<file path="config.mk">
export PLATFORM = sky130hd
export DESIGN_NAME = mul_operand_sequencer
export DESIGN_NICKNAME = d
export VERILOG_FILES = /design/src/rtl/mul_operand_sequencer.sv
export SDC_FILE = /design/constraint.sdc
export NUM_CORES = 1
export LEC_CHECK = 0
export CELL_PAD_IN_SITES_DETAIL_PLACEMENT = 1
export CELL_PAD_IN_SITES_GLOBAL_PLACEMENT = 1
export CORE_MARGIN = 2
export CORE_UTILIZATION = 30
export DETAILED_ROUTE_END_ITERATION = 16
export DONT_BUFFER_PORTS = 1
export MAX_ROUTING_LAYER = met4
export PLACE_DENSITY_LB_ADDON = 0.15
export SLEW_MARGIN = 20
export SYNTH_ARGS = -nofsm -noshare
export SYNTH_HDL_FRONTEND = slang
export SYNTH_SLANG_ARGS = --single-unit
</file>
<file path="constraint.sdc">
create_clock -name clk -period 11.6 [get_ports clk]
set_input_delay 1.74 -clock clk [delete_from_list [all_inputs] [get_ports clk]]
set_output_delay 1.74 -clock clk [all_outputs]
set_load 0.01 [all_outputs]
</file>
<file path="src/rtl/mul_operand_sequencer.sv">
// Feeds a repeated-addition multiplier from a 2-deep operand queue: start pulse,
// then A, then B on the shared bus; returns the product (or a watchdog abort).
module mul_operand_sequencer #(
  parameter int WIDTH   = 32,
  parameter int TIMEOUT = 65535,
  parameter bit SWAP_EN = 1'b1
) (
  input  logic             clk,
  input  logic             rst_n,
  input  logic             op_valid,
  output logic             op_ready,
  input  logic [WIDTH-1:0] op_a,
  input  logic [WIDTH-1:0] op_b,
  output logic             mul_start,
  output logic [WIDTH-1:0] mul_data,
  input  logic             mul_done,
  input  logic [WIDTH-1:0] mul_y,
  output logic             res_valid,
  input  logic             res_ready,
  output logic [WIDTH-1:0] res_data,
  output logic             res_err,
  output logic             busy
);

  typedef enum logic [2:0] {
    IDLE   = 3'd0,
    START  = 3'd1,
    LOAD_A = 3'd2,
    LOAD_B = 3'd3,
    WAIT   = 3'd4,
    OUT    = 3'd5
  } state_e;

  localparam int WD_W = (TIMEOUT < 2) ? 1 : $clog2(TIMEOUT + 1);
  localparam logic [WD_W-1:0] WD_LAST = WD_W'((TIMEOUT > 0) ? TIMEOUT - 1 : 0);

  state_e           state_q;
  logic [WIDTH-1:0] fifo_a_q [2];
  logic [WIDTH-1:0] fifo_b_q [2];
  logic             wr_ptr_q;
  logic             rd_ptr_q;
  logic [1:0]       count_q;
  logic [WIDTH-1:0] a_q;
  logic [WIDTH-1:0] b_q;
  logic [WD_W-1:0]  wd_q;
  logic             done_q;
  logic             mul_start_q;
  logic [WIDTH-1:0] mul_data_q;
  logic             res_valid_q;
  logic [WIDTH-1:0] res_data_q;
  logic             res_err_q;

  logic             push;
  logic             pop;
  logic [WIDTH-1:0] head_a;
  logic [WIDTH-1:0] head_b;
  logic             head_zero;
  logic             head_swap;

  assign op_ready  = (count_q != 2'd2);
  assign push      = op_valid & op_ready;
  assign pop       = (state_q == IDLE) && (count_q != 2'd0);
  assign head_a    = fifo_a_q[rd_ptr_q];
  assign head_b    = fifo_b_q[rd_ptr_q];
  assign head_zero = (head_a == '0) || (head_b == '0);
  assign head_swap = SWAP_EN && (head_b > head_a);

  // NOTE: queue storage has no reset; count_q/pointers alone decide what is valid.
  always_ff @(posedge clk) begin
    if (push) begin
      fifo_a_q[wr_ptr_q] <= op_a;
      fifo_b_q[wr_ptr_q] <= op_b;
    end
  end

  always_ff @(posedge clk) begin
    if (!rst_n) begin
      wr_ptr_q <= 1'b0;
      rd_ptr_q <= 1'b0;
      count_q  <= 2'd0;
    end else begin
      if (push) wr_ptr_q <= ~wr_ptr_q;
      if (pop)  rd_ptr_q <= ~rd_ptr_q;
      case ({push, pop})
        2'b10:   count_q <= count_q + 2'd1;
        2'b01:   count_q <= count_q - 2'd1;
        default: count_q <= count_q;
      endcase
    end
  end

  // NOTE: all state is updated with non-blocking assignments so every branch
  // reads the pre-edge values, regardless of statement order.
  always_ff @(posedge clk) begin
    if (!rst_n) begin
      state_q     <= IDLE;
      a_q         <= '0;
      b_q         <= '0;
      wd_q        <= '0;
      done_q      <= 1'b0;
      mul_start_q <= 1'b0;
      mul_data_q  <= '0;
      res_valid_q <= 1'b0;
      res_data_q  <= '0;
      res_err_q   <= 1'b0;
    end else begin
      done_q      <= mul_done;
      mul_start_q <= 1'b0;
      case (state_q)
        IDLE: begin
          if (pop) begin
            if (head_zero) begin
              res_data_q  <= '0;
              res_err_q   <= 1'b0;
              res_valid_q <= 1'b1;
              state_q     <= OUT;
            end else begin
              a_q         <= head_swap ? head_b : head_a;
              b_q         <= head_swap ? head_a : head_b;
              mul_start_q <= 1'b1;
              mul_data_q  <= '0;
              state_q     <= START;
            end
          end
        end
        START: begin
          mul_data_q <= a_q;
          state_q    <= LOAD_A;
        end
        LOAD_A: begin
          mul_data_q <= b_q;
          state_q    <= LOAD_B;
        end
        LOAD_B: begin
          wd_q    <= '0;
          state_q <= WAIT;
        end
        WAIT: begin
          // Only a fresh rising edge of done counts; a level left over is ignored.
          if (mul_done && !done_q) begin
            res_data_q  <= mul_y;
            res_err_q   <= 1'b0;
            res_valid_q <= 1'b1;
            state_q     <= OUT;
          end else if ((TIMEOUT != 0) && (wd_q == WD_LAST)) begin
            res_data_q  <= '0;
            res_err_q   <= 1'b1;
            res_valid_q <= 1'b1;
            state_q     <= OUT;
          end else begin
            wd_q <= wd_q + WD_W'(1);
          end
        end
        OUT: begin
          if (res_ready) begin
            res_valid_q <= 1'b0;
            state_q     <= IDLE;
          end
        end
        default: state_q <= IDLE;
      endcase
    end
  end

  assign mul_start = mul_start_q;
  assign mul_data  = mul_data_q;
  assign res_valid = res_valid_q;
  assign res_data  = res_data_q;
  assign res_err   = res_err_q;
  assign busy      = (state_q != IDLE);

endmodule

</file>
* Yosys cells after proc, flatten, opt, wreduce, memory -nomap -nowiden
Memory sizes are Yosys's and may differ from the RTL's. A register that Yosys moved wholly into a read port is not among the register bits.
Index checks and enable logic that the tools add are counted.
Widths: inputs -> output; s select.
** Storage, ports and cells
- Logic and storage cells :: 97
- Memory bits (writable) :: 128
- Output and inout port bits :: 69
- Memories :: 2
- Input bits :: 101
- Flip-flop bits (word level) :: 155
** Cells by class
- Order comparisons :: 1
- Bitwise gates (word level) :: 4
- Reduce and logical (&&, ||, !) cells :: 21
- Mux-type cells :: 37
- Equality and inequality tests :: 16
- $add $sub $neg :: 3
** Memories
- fifo_a_q :: words 2, bits a word 32, rd ports 1, clocked after Yosys merged registers in 1, wr ports 1, RTL line 38 : logic [WIDTH-1:0] fifo_a_q [2];
- fifo_b_q :: words 2, bits a word 32, rd ports 1, clocked after Yosys merged registers in 1, wr ports 1, RTL line 39 : logic [WIDTH-1:0] fifo_b_q [2];
** Operator list (number)
- $mux 32 :: 8
- $pmux 32 s3 :: 1
- $logic_not 32->1 :: 2
- $pmux 32 s2 :: 1
- $gt 32x32->1 :: 1
- $mux 16 :: 2
- $pmux 16 s2 :: 1
- $pmux 3 s6 :: 1
- $add 16x1->16 const B :: 1
- $eq 16x16->1 const B :: 1
- $mux 1 :: 15
- $mux 3 :: 5
- $reduce_and 3->1 :: 5
- $ne 2x2->1 const B :: 7
- $reduce_bool 3->1 :: 3
- $reduce_bool 2->1 :: 4
- $eq 3x2->1 const B :: 2
- $eq 3x3->1 const B :: 2
- $reduce_and 5->1 :: 1
- $pmux 2 s2 :: 1
- $reduce_and 4->1 :: 1
- $eq 3x1->1 const B :: 1
- $logic_not 3->1 :: 1
- $ne 3x3->1 const B :: 1
- 11 further kinds :: 14

* Longest topological paths before layout
- Word-level depth :: 5
- Mapped depth :: 15
- Depth with buffers taken out :: 9

* Worst setup path before layout
No wires, ideal clock.
- Kind :: input-to-reg
- Start point :: in op_valid
- End point :: mem fifo_a_q[0][0], enable pin
- Path buffers :: 0
- Stages :: 2
- Data required time :: 11.114 ns
- Arrival time :: 4.510 ns
- Path slack :: 6.603 ns
- Setup time :: 0.486 ns
- Cells stage by stage :: nand2_1 -> nor2_1
** On the way
- Cells in the longest elaborated chain, start to end :: 3
** Ends and longest elaborated chain
- start: declaration :: RTL line 10 : input logic op_valid,
- $and 1x1->1 :: RTL line 61 : assign push = op_valid & op_ready;
- $mux 1 :: RTL line 70 : if (push) begin
- $mux 1 (not written as such) :: RTL line 71 : fifo_a_q[wr_ptr_q] <= op_a;
- end: declaration :: RTL line 38
Every way passes these cells.

==> summary.md <==
| Metric | Value |
|---|---|
| P_leak | around 0.0051 uW |
| Fill count | about 4.7k |
| Crit Path Class | reg -> reg |
| Cell area after synthesis | about 0.013 sq mm |
| Port Buffer Count | 0 |
| Syn. warnings | 0 |
| Clk pwr share | 28.1% |
| Reg clk slew, reported paths | approximately 60 ps |
| Layout area overhead | 13.0% |
| Final worst path period need | 4580 ps |
| Core Util, Final | 34.2% |
| Critical path peak fanout | 75 |
| DRT iter0 DRCs | 489 |
| Post-DR wirelength/cell | 22.4 um |
| Fmax | between 0.2 and 0.25 GHz |
| Maximum vdd drop | roughly 0.20 mV |
| Post-CTS sizing | 0 |
| CP endpoint kind | flip-flop |
| CP Launch Type | flip-flop |
| CP delay by family, top | compound AO/OA/AOI/OAI gates |
| Inserted Diodes | 0 |
| CTS tree | built |
| Sequential element share of the synthesized area | between 50 and 60% |
| Area share of the largest cell type after synthesis | about 30% |
| CP Cell Sequence | buf_4 -> mux2i_1 -> ha_1 -> nand4_1 -> a2111oi_0 -> o31a_2 -> buf_4 -> o21ai_0 -> a32o_1 |
| Clock Sinks | about 280 |
| IO Count | 170 |
| Reported max-cap violation count | 0 |
| Hold_sp | a_q[18] |
| Share of layout cells above drive strength 1 | between 10 and 15% |
| Cell repeated most along the worst path | buf_4 |
| DR vias/cell | just over 5 |
| Top post-synthesis cells by area | edfxtp_1 (30%), dfxtp_1 (24%), mux2_2 (4.7%) |
| Post-CTS Setup Bufs | 0 |
| DP Wirelength | 27300 um |
| Clk_lat worst skew | approximately 540 ps |
| Power Density | roughly 270 mW/mm^2 |
| Ys async rst share | 0% |
| Gpl congestion | 0.817 |
| Sequential Area | approximately 0.0070 sq mm |
| Most frequent cell after synthesis | dfxtp_1 |
| Clock root cell | clkbuf_16 |
| Post-synth top cells | dfxtp_1 (156), edfxtp_1 (128), a21oi_1 (102), inv_1 (100), nor2_1 (66) |
| Number of remaining DRC errors | 0 |
| Slew @ Worst Pin | 1110 ps |
| Initial antenna violation count | 0 |
| Multi-input gate area | approximately 0.0054 sq mm |
| Pre-antenna DRT Iters | 5 |
| Layout Skew | around 15 ps |
| Worst Path Buf+Inv | 2 |
| Max Root-Sink Buffers | 3 |
| Syn Area/Cell | 10.8 sq um |
| Synthesized flop and latch total | 284 |
| Via count | ~9k |
| Run status | complete, no violations |
| Die width | ~210 um |
| Internal power | ~2500 uW |
| Vias in the first global route | 9455 |
| Grt ovf | 0 |
| Htree depth | 2 |
| Slew Viols, Final | 0 |
| WL final | ~40000 um |
| Top_reg_cell synth | dfxtp_1 |
| Global-route wire length before repair | about 60000 um |
| Relative max-transition margin | 24.4% |
| # hold bufs at CTS | 0 |
| Pwr Total | approximately 4000 uW |
| Worst EP required | roughly 12000 ps |
| Core Area | about 0.043 sq mm |
| Number of synthesized flops with an enable pin | 128 |
| Delay of the slowest critical-path stage | roughly 990 ps |
| Routed Antenna Nets | 0 |
| Final nets | between 1k and 1.5k |
| Final setup fails | 0 |
| Total CTS buffers | 35 |
| Arrival time at the worst endpoint | between 5000 and 6000 ps |
| Row Count | between 70 and 80 |
| Syn nets | approximately 1.3k |
| Initial Util | a little over 30% |
| Setup TNS | 0 ps |
| Worst min-delay path class | reg -> reg |
| RSZ-0062 raised after global routing | no |
| Combinational power share | 36.3% |
| Largest net degree at the start of global routing | 76 |
| Sequential share of power | 35.6% |
| Fin area | 0.0147 sq mm |
| Psw | 1520 uW |
| Slowest cell on the critical path | a2111oi_0 |
| Die area | around 0.045 sq mm |
| Gr usage total | a little under a fifth |
| Placed Area | roughly 0.014 sq mm |
| Yosys top cell by area | edfxtp_1 |
| Switch share | 37.8% |
| Period utilization | approximately 39% |
| Gate Count Post-Synth | about 1.2k |
| Die Ht | 212 um |
| Final Hold Fails | 0 |
| Synth cell types | 65 |
-- path summary, 6_finish.rpt --
path / end / slack, ps / depth (start not counted)
worst min-delay path: a_q[18] / 460 / 2
worst max register to register: b_q[15] / 7020 / 9
worst max-delay path: b_q[15] / 7020 / 9
worst min register to register: a_q[18] / 460 / 2
-- power groups by stage --
| stage | clock network, uW | registers, uW | logic [uW] |
|---|---|---|---|
| after floorplan | 0 | 1390 | 1080 |
| after global placement | 0 | 1450 | 1430 |
| after detailed placement | 0 | 1450 | 1450 |
| after CTS | 1160 | 1430 | 1460 |
| after global routing | 1200 | 1460 | 1620 |
| final | 1130 | 1430 | 1450 |
-- layout make-up --
class / instances / area share [%]
multi-input combinational: 739 / 36.4
sequential: 284 / 47.4
timing repair buffer: 14 / 0.714
tap: 585 / 4.97
inverter: 101 / 2.59
clock inverter: 18 / 1.42
clock buffer: 44 / 6.54
-- cells by family after synthesis --
kind of cell,after synthesis,share of synthesized area [%]
AO/OA/AOI/OAI,311,18.2
XOR/XNOR,19,1.28
adder cells (fa/ha/maj),35,3.36
buffers and inverters,185,5.87
flip-flops,284,53.5
multiplexers,67,5.75
AND/OR/NAND/NOR,307,12.1
-- metal layers --
metal / GRT usage, % / vias up / wire [um]
met5: - / - / 0
li1: - / 4401 / -
met4: 4.00 / 0 / 575
met1: 25.8 / 4633 / 19500
met3: 4.90 / 37 / 2360
met2: 26.0 / 158 / 17500
-- sequential cells by signal, indices dropped and copies added (netlist names), 2 cells and up, named ones only --
register	flops
fifo_b_q	64
fifo_a_q	64
count_q	2
res_data	32
a_q	32
b_q	32
state_q	3
wd_q	16
mul_data	32
-- stage by stage --
step	std cells	hold WS [ps]	setup slack, ps
3_3_place_gp	1723	443	7080
5_1_grt	1785	477	6680
2_1_floorplan	1208	432	6600
6_report	1785	456	7020
3_5_place_dp	1723	448	7050
4_1_cts	1785	460	7020
-- layout by cell type (no fill, tap or decap), drive strengths merged, types with 44 or more instances in the layout --
master,instances
mux2,56
nand2,55
clkbuf,44
a21oi,102
inv,102
nor2,68
edfxtp,128
nor3,64
o21ai,45
o32ai,56
dfxtp,156
-- tightest hold or removal path: cells and delay by family, from the launching register on --
kind / cells / cell delay [ps]
flops: 1 / 300
buf+inv: 1 / 50
compound gates: 1 / 50
(Power assumes the default switching activity.)
